==> src/rtl/alu_pkg.sv <==
// Shared ALU definitions: control codes, multiply/divide op select and the
// multiply/divide sequencer state encoding.
package alu_pkg;

  localparam logic [2:0] AluAnd = 3'b000;
  localparam logic [2:0] AluOr  = 3'b001;
  localparam logic [2:0] AluAdd = 3'b010;
  localparam logic [2:0] AluSub = 3'b110;
  localparam logic [2:0] AluSlt = 3'b111;

  localparam logic OpMultu = 1'b0;
  localparam logic OpDivu  = 1'b1;

  localparam logic [1:0] StIdle = 2'b00;
  localparam logic [1:0] StRun  = 2'b01;
  localparam logic [1:0] StDone = 2'b10;

endpackage

==> src/rtl/muldiv_sequencer.sv <==
// Iterative MULTU/DIVU sequencer: drives the shared 32-bit ALU once per cycle for
// 32 cycles and accumulates the 64-bit result in hi/lo.
module muldiv_sequencer
  import alu_pkg::*;
#(
  parameter int unsigned WIDTH = 32
) (
  input  logic             clk,
  input  logic             reset,
  input  logic             start,
  input  logic             op,
  input  logic [WIDTH-1:0] operand_a,
  input  logic [WIDTH-1:0] operand_b,
  output logic             busy,
  output logic             done,
  output logic [WIDTH-1:0] hi,
  output logic [WIDTH-1:0] lo,
  output logic             div_zero,
  output logic [WIDTH-1:0] alu_a,
  output logic [WIDTH-1:0] alu_b,
  output logic [2:0]       alu_control,
  input  logic [WIDTH-1:0] alu_result
);

  localparam logic [4:0] LastStep = 5'(WIDTH - 1);

  logic [1:0]       state_q, state_d;
  logic [WIDTH-1:0] hi_q, hi_d, lo_q, lo_d;
  // Multiplicand for MULTU, divisor for DIVU.
  logic [WIDTH-1:0] operand_q, operand_d;
  logic             op_q, op_d;
  logic [4:0]       count_q, count_d;
  logic             busy_q, busy_d, done_q, done_d, div_zero_q, div_zero_d;

  logic [WIDTH-1:0] shifted;
  logic             carry, borrow, ge;

  assign shifted = {hi_q[WIDTH-2:0], lo_q[WIDTH-1]};
  assign carry   = alu_result < hi_q;
  assign borrow  = alu_result > shifted;
  assign ge      = hi_q[WIDTH-1] | ~borrow;

  always_comb begin
    alu_a       = '0;
    alu_b       = '0;
    alu_control = AluAdd;
    if (state_q == StRun) begin
      if (op_q == OpDivu) begin
        alu_control = AluSub;
        alu_a       = shifted;
        alu_b       = operand_q;
      end else begin
        alu_a = hi_q;
        alu_b = lo_q[0] ? operand_q : '0;
      end
    end
  end

  always_comb begin
    state_d    = state_q;
    hi_d       = hi_q;
    lo_d       = lo_q;
    operand_d  = operand_q;
    op_d       = op_q;
    count_d    = count_q;
    done_d     = 1'b0;
    div_zero_d = div_zero_q;
    case (state_q)
      StRun: begin
        if (op_q == OpDivu) begin
          hi_d = ge ? alu_result : shifted;
          lo_d = {lo_q[WIDTH-2:0], ge};
        end else begin
          // Right shift of the 65-bit {carry, sum, lo}.
          hi_d = {carry, alu_result[WIDTH-1:1]};
          lo_d = {alu_result[0], lo_q[WIDTH-1:1]};
        end
        count_d = count_q + 5'd1;
        if (count_q == LastStep) begin
          state_d = StDone;
          done_d  = 1'b1;
        end
      end
      default: begin
        state_d = StIdle;
        if (start) begin
          state_d    = StRun;
          hi_d       = '0;
          lo_d       = op ? operand_a : operand_b;
          operand_d  = op ? operand_b : operand_a;
          op_d       = op;
          count_d    = '0;
          div_zero_d = op & (operand_b == '0);
        end
      end
    endcase
  end

  assign busy_d = state_d == StRun;

  always_ff @(posedge clk or posedge reset) begin
    if (reset) begin
      state_q    <= StIdle;
      hi_q       <= '0;
      lo_q       <= '0;
      operand_q  <= '0;
      op_q       <= OpMultu;
      count_q    <= '0;
      busy_q     <= 1'b0;
      done_q     <= 1'b0;
      div_zero_q <= 1'b0;
    end else begin
      state_q    <= state_d;
      hi_q       <= hi_d;
      lo_q       <= lo_d;
      operand_q  <= operand_d;
      op_q       <= op_d;
      count_q    <= count_d;
      busy_q     <= busy_d;
      done_q     <= done_d;
      div_zero_q <= div_zero_d;
    end
  end

  assign busy     = busy_q;
  assign done     = done_q;
  assign hi       = hi_q;
  assign lo       = lo_q;
  assign div_zero = div_zero_q;

endmodule

==> config.mk <==
export PLATFORM = sky130hd
export DESIGN_NAME = muldiv_sequencer
export DESIGN_NICKNAME = d
export VERILOG_FILES = /design/src/rtl/alu_pkg.sv /design/src/rtl/muldiv_sequencer.sv
export SDC_FILE = /design/constraint.sdc
export NUM_CORES = 1
export LEC_CHECK = 0
export CAP_MARGIN = 40
export CORE_MARGIN = 10
export CORE_UTILIZATION = 49
export DETAILED_ROUTE_END_ITERATION = 8
export HOLD_SLACK_MARGIN = 0.03
export PLACE_DENSITY_LB_ADDON = 0.3
export SLEW_MARGIN = 20
export SYNTH_ARGS = -nofsm -noshare
export SYNTH_HDL_FRONTEND = slang
export SYNTH_SLANG_ARGS = --single-unit
==> constraint.sdc <==
create_clock -name clk -period 3.86 [get_ports clk]
set_input_delay 0.386 -clock clk [delete_from_list [all_inputs] [get_ports clk]]
set_output_delay 0.386 -clock clk [all_outputs]
set_load 0.05 [all_outputs]
; Yosys cells after proc, flatten, opt, wreduce, memory -nomap -nowiden
; Cells that the tools add are included.
[totals]
regBits = 107
output_inout_bits = 134
elab_cells = 45
[op_classes]
add_sub_neg = 1
order_cmp = 2
eq_ne = 3
n_mux = 23
bitwise_logic = 4
reduce_logical = 3
[op_table]
columns = op, n
row1 = two-way mux 32 bit, 14
row2 = greater-than comparator 32 bit, 1
row3 = zero test 32 bit, 1
row4 = less-than comparator 32 bit, 1
row5 = two-way mux 5 bit, 2
row6 = two-way mux 3 bit, 2
row7 = adder 5 x 1 -> 5 bit (second input constant), 1
row8 = == test 5 bit (second input constant), 1
row9 = == test 2 x 1 -> 1 bit (second input constant), 2
row10 = two-way mux 2 bit, 2
row11 = two-way mux 1 bit, 3
row12 = NOT 1 bit, 2
row13 = AND reduction 2 bit, 1
row14 = nonzero test 2 bit, 1
row15 = bitwise AND 1 bit, 1
row16 = OR 1 bit, 1

; Longest topological paths before layout
[depth]
depth_word = 6
ltp_mapped = 10

; Worst setup path before layout
; Ideal clock, no wire load.
[synth_timing]
path_kind = register -> register
start = reg hi_q[13] (netlist: hi[13])
end = reg hi_q[10] (netlist: hi[10])
setup_ns = 0.138
arrival_time_ns = 2.694
required_time_ns = 3.722
slack_ns = 1.027
stages_incl_launch_ff = 11
path_buffers = 1
path_cell_list = dfrtp_1 -> inv_1 -> ha_1 -> a21oi_2 -> nand2_1 -> a221o_1 -> o31a_1 -> o21ai_4 -> buf_12 -> mux2i_1 -> o211ai_1
[synth_via]
elab_chain_len = 6
[synth_lines]
columns = item, line_no
row1 = "start, declared", muldiv_sequencer.sv:28  ; logic [WIDTH-1:0] hi_q, hi_d, lo_q, lo_d;
row2 = "start signal, assigned", muldiv_sequencer.sv:114  ; hi_q <= hi_d;
row3 = greater-than comparator 32 bit, muldiv_sequencer.sv:40  ; assign borrow = alu_result > shifted;
row4 = NOT 1 bit, muldiv_sequencer.sv:41  ; assign ge = hi_q[WIDTH-1] | ~borrow;
row5 = OR 1 bit, muldiv_sequencer.sv:41
row6 = two-way mux 32 bit, muldiv_sequencer.sv:71  ; hi_d = ge ? alu_result : shifted;
row7 = two-way mux 32 bit, muldiv_sequencer.sv:70  ; if (op_q == OpDivu) begin
row8 = two-way mux 32 bit, muldiv_sequencer.sv:68  ; case (state_q)
; Every way passes these cells.
; A chain may end at the register's enable or synchronous reset.

; Worst setup path in the final report
[layout_timing]
start = reg hi_q[6] (netlist: hi[6])
end = reg hi_q[1] (netlist: hi[1])
; The elaborated chain is that of the path after synthesis.

==> out/qor.yml <==
synth:
  yosys-top-cells-area: "dfrtp_1 33%, mux2i_1 19%, ha_1 10%, o211ai_1 6.2%, o21ai_0 4.7%"
  async_flop_share_pct: 100.0
  synthCells: 896
  ys_warn_count: 0
  yosys-top-cells-count: "158 x mux2i_1, 107 x dfrtp_1, 89 x nand2_1"
  netlist_area_um2: 8132
  seq_area_frac_synth_pct: 32.93
  yosysMostFrequentCell: "mux2i_1"
  synth_top_area_share_pct: 32.93
  synth_top_area_cell: "dfrtp_1"
  ys_seq_elements: 107
  synth_edf_count: 0
  ys.flop_type: "dfrtp_1"
  ys_types: 43
  syn_area_per_cell_um2: 9.075
  syn_nets: 1061
cts:
  cts-root-buf: "clkbuf_16"
  cts_htree_levels: 3
  ctsHoldBuffers: 0
  post_cts_resize_count: 0
  cts_made_buffers: 9
  cts_tree: "yes"
  clkTransAtPathRegs_ns: 0.07
  insertion_delay_ns: 0.36
  post_cts_buffers: 0
  cts.sink_count: 107
  cts_buffer_depth: 2
finish:
  finalCoreUtilization_pct: 66.36
  syn_to_final_growth_pct: 33.90
  fillers: 1312
  antenna_cells: 0
  drive_gt1_share_pct: 6.673
  multi_input_area_um2: 5030
  nNetsFinal: 1254
  seqCellArea_um2: 2681
sta:
  period_minus_slack_ns: 2.988
  fin_crit_sh_pct: 77.42
  setup-tns-final_ns: 0
  fmax_ghz: 0.3346
  hold_viol_final: 0
  finClkSkew_ns: 0.004982
  setup_violations: 0
  maxSlewHeadroom_pct: 57.29
  rsz0062_at_grt: "no"
  tightest_slew_ns: 0.6407
  whs_ns: 0.3215
  slew_violations: 0
global_routing:
  grt_max_degree: 78
  grt-ovfl-total: 0
  grt_pass1_vias: 7395
  grt_use_total_pct: 23.17
  grt_pass1_wl_um: 41750
  antenna_found_initial: 0
route:
  post_drt_wl_per_cell_um: 19.86
  drc: 0
  drt_first_iter_violations: 536
  vias: 7495
  routed_wl_um: 26090
  via_per_inst: 5.704
  drt_first_pass_iters: 5
  ant_nets: 0
floorplanning:
  die_y_um: 148.8
  die_area_um2: 22150
  rows: 47
  ioPinCount: 234
  die_w_um: 148.8
  fp.coreArea_um2: 16410
  start_util_pct: 49.56
place:
  io_buffers: 231
  place_congestion: 0.8680
  dp_hpwl_um: 19600
setup_path:
  arrival_ns: 3.22
  r2r_end: "hi[1]$_DFFE_PP0P_"
  end_kind: "flip-flop"
  ff2ff_path_depth: 10
  r2r_slack_ns: 0.87
  reg2reg_from: "hi[6]$_DFFE_PP0P_"
  crit_path_start_kind: "flip-flop"
  path_class: "reg -> reg"
  worst-path-max-fanout: 13
  required_ns: 4.09
worst_hold_path:
  holdCritPathClass: "in -> async"
job:
  maxCapViolCount: 0
status:
  status: "complete, no violations"
power:
  p_per_area_nw_per_um2: 977.6
  peakVddDrop_mv: 0.8807
  power_leakage_nw: 4.935
-- cell families after synthesis --
logic type,share of synthesized area [%]
simple gates,17.48
compound gates,14.51
mux,19.45
flops,32.93
buf+inv,5.432
fa+ha+maj,10.00
other cells,0.09236
xor+xnor,0.1077
-- worst max path at each step --
stage	startpoint	end	slack, ns	cells past startpoint
floorplan	reset	busy$_DFF_PP0_	0.66	1
global placement	alu_result[5]	hi[24]$_DFFE_PP0P_	0.60	10
detailed placement	alu_result[7]	hi[1]$_DFFE_PP0P_	0.50	10
CTS	hi[6]$_DFFE_PP0P_	hi[1]$_DFFE_PP0P_	0.85	10
global route	hi[6]$_DFFE_PP0P_	hi[9]$_DFFE_PP0P_	0.68	10
finish	hi[6]$_DFFE_PP0P_	hi[1]$_DFFE_PP0P_	0.87	10
-- cells in the final DEF, fill, tap and decap left out, types with 4 or more instances in the layout --
cell type and instances:
nand3_1 5, ha_1 65, nor4_1 9, and2_1 35, a21oi_1 24, buf_4 43
dfrtp_1 106, inv_1 34, o211ai_1 67, clkdlybuf4s50_1 197, buf_12 4, nand2_1 88
clkbuf_16 9, mux2i_1 158, nor2_1 42, nand4_1 13, o21ai_0 77, a21o_1 6
or3_1 31, nand3b_1 33
-- metrics by stage --
stage / area, um2 / power (mW) / instances / worst slack (ns)
detailed placement: 10560 / 9.672 / 1297 / 0.4991
finish: 10890 / 10.64 / 1314 / 0.8716
global placement: 10480 / 9.549 / 1294 / 0.6013
CTS: 10860 / 10.67 / 1313 / 0.8474
floorplan: 8132 / 7.260 / 896 / 0.6568
global route: 10890 / 11.30 / 1314 / 0.6800
-- routing by layer --
layer	track usage [%]	share of wire, %	vias to the layer above	wire length [um]
li1	-	-	3625	-
met1	31.42	45	3612	11680
met2	36.33	46	233	11980
met3	5.916	7.9	25	2062
met4	5.299	1.4	0	361
met5	0	0	-	0
-- layout make-up --
class	count	area share (%)
Multi-Input combinational cell	688	46.20
Timing Repair Buffer	248	22.62
Tap cell	220	2.528
Clock buffer	11	2.229
Sequential cell	107	24.63
Clock inverter	5	0.5746
Inverter	35	1.230
-- where the power goes --
| group | switching, mW | internal (mW) |
|---|---|---|
| Sequential | 0.561 | 1.66 |
| Clock | 0.451 | 0.525 |
| Combinational | 4.85 | 2.61 |
-- flip-flops by register name, summed over array words and instances, names as in the netlist --
signal     cells
count_q        5
lo            32
busy           1
div_zero       1
hi            32
state_q        2
done           1
operand_q     32
op_q           1
-- worst max-delay path, cell delays in order (launching register included) --
cell and delay, ns:
dfrtp_1 0.43, inv_1 0.10, ha_1 0.32, a21oi_1 0.17
o21ai_0 0.14, a221o_1 0.32, o31a_1 0.32, o21ai_4 0.48
buf_12 0.23, mux2i_1 0.22, o211ai_1 0.10
(Power assumes the default switching activity.)
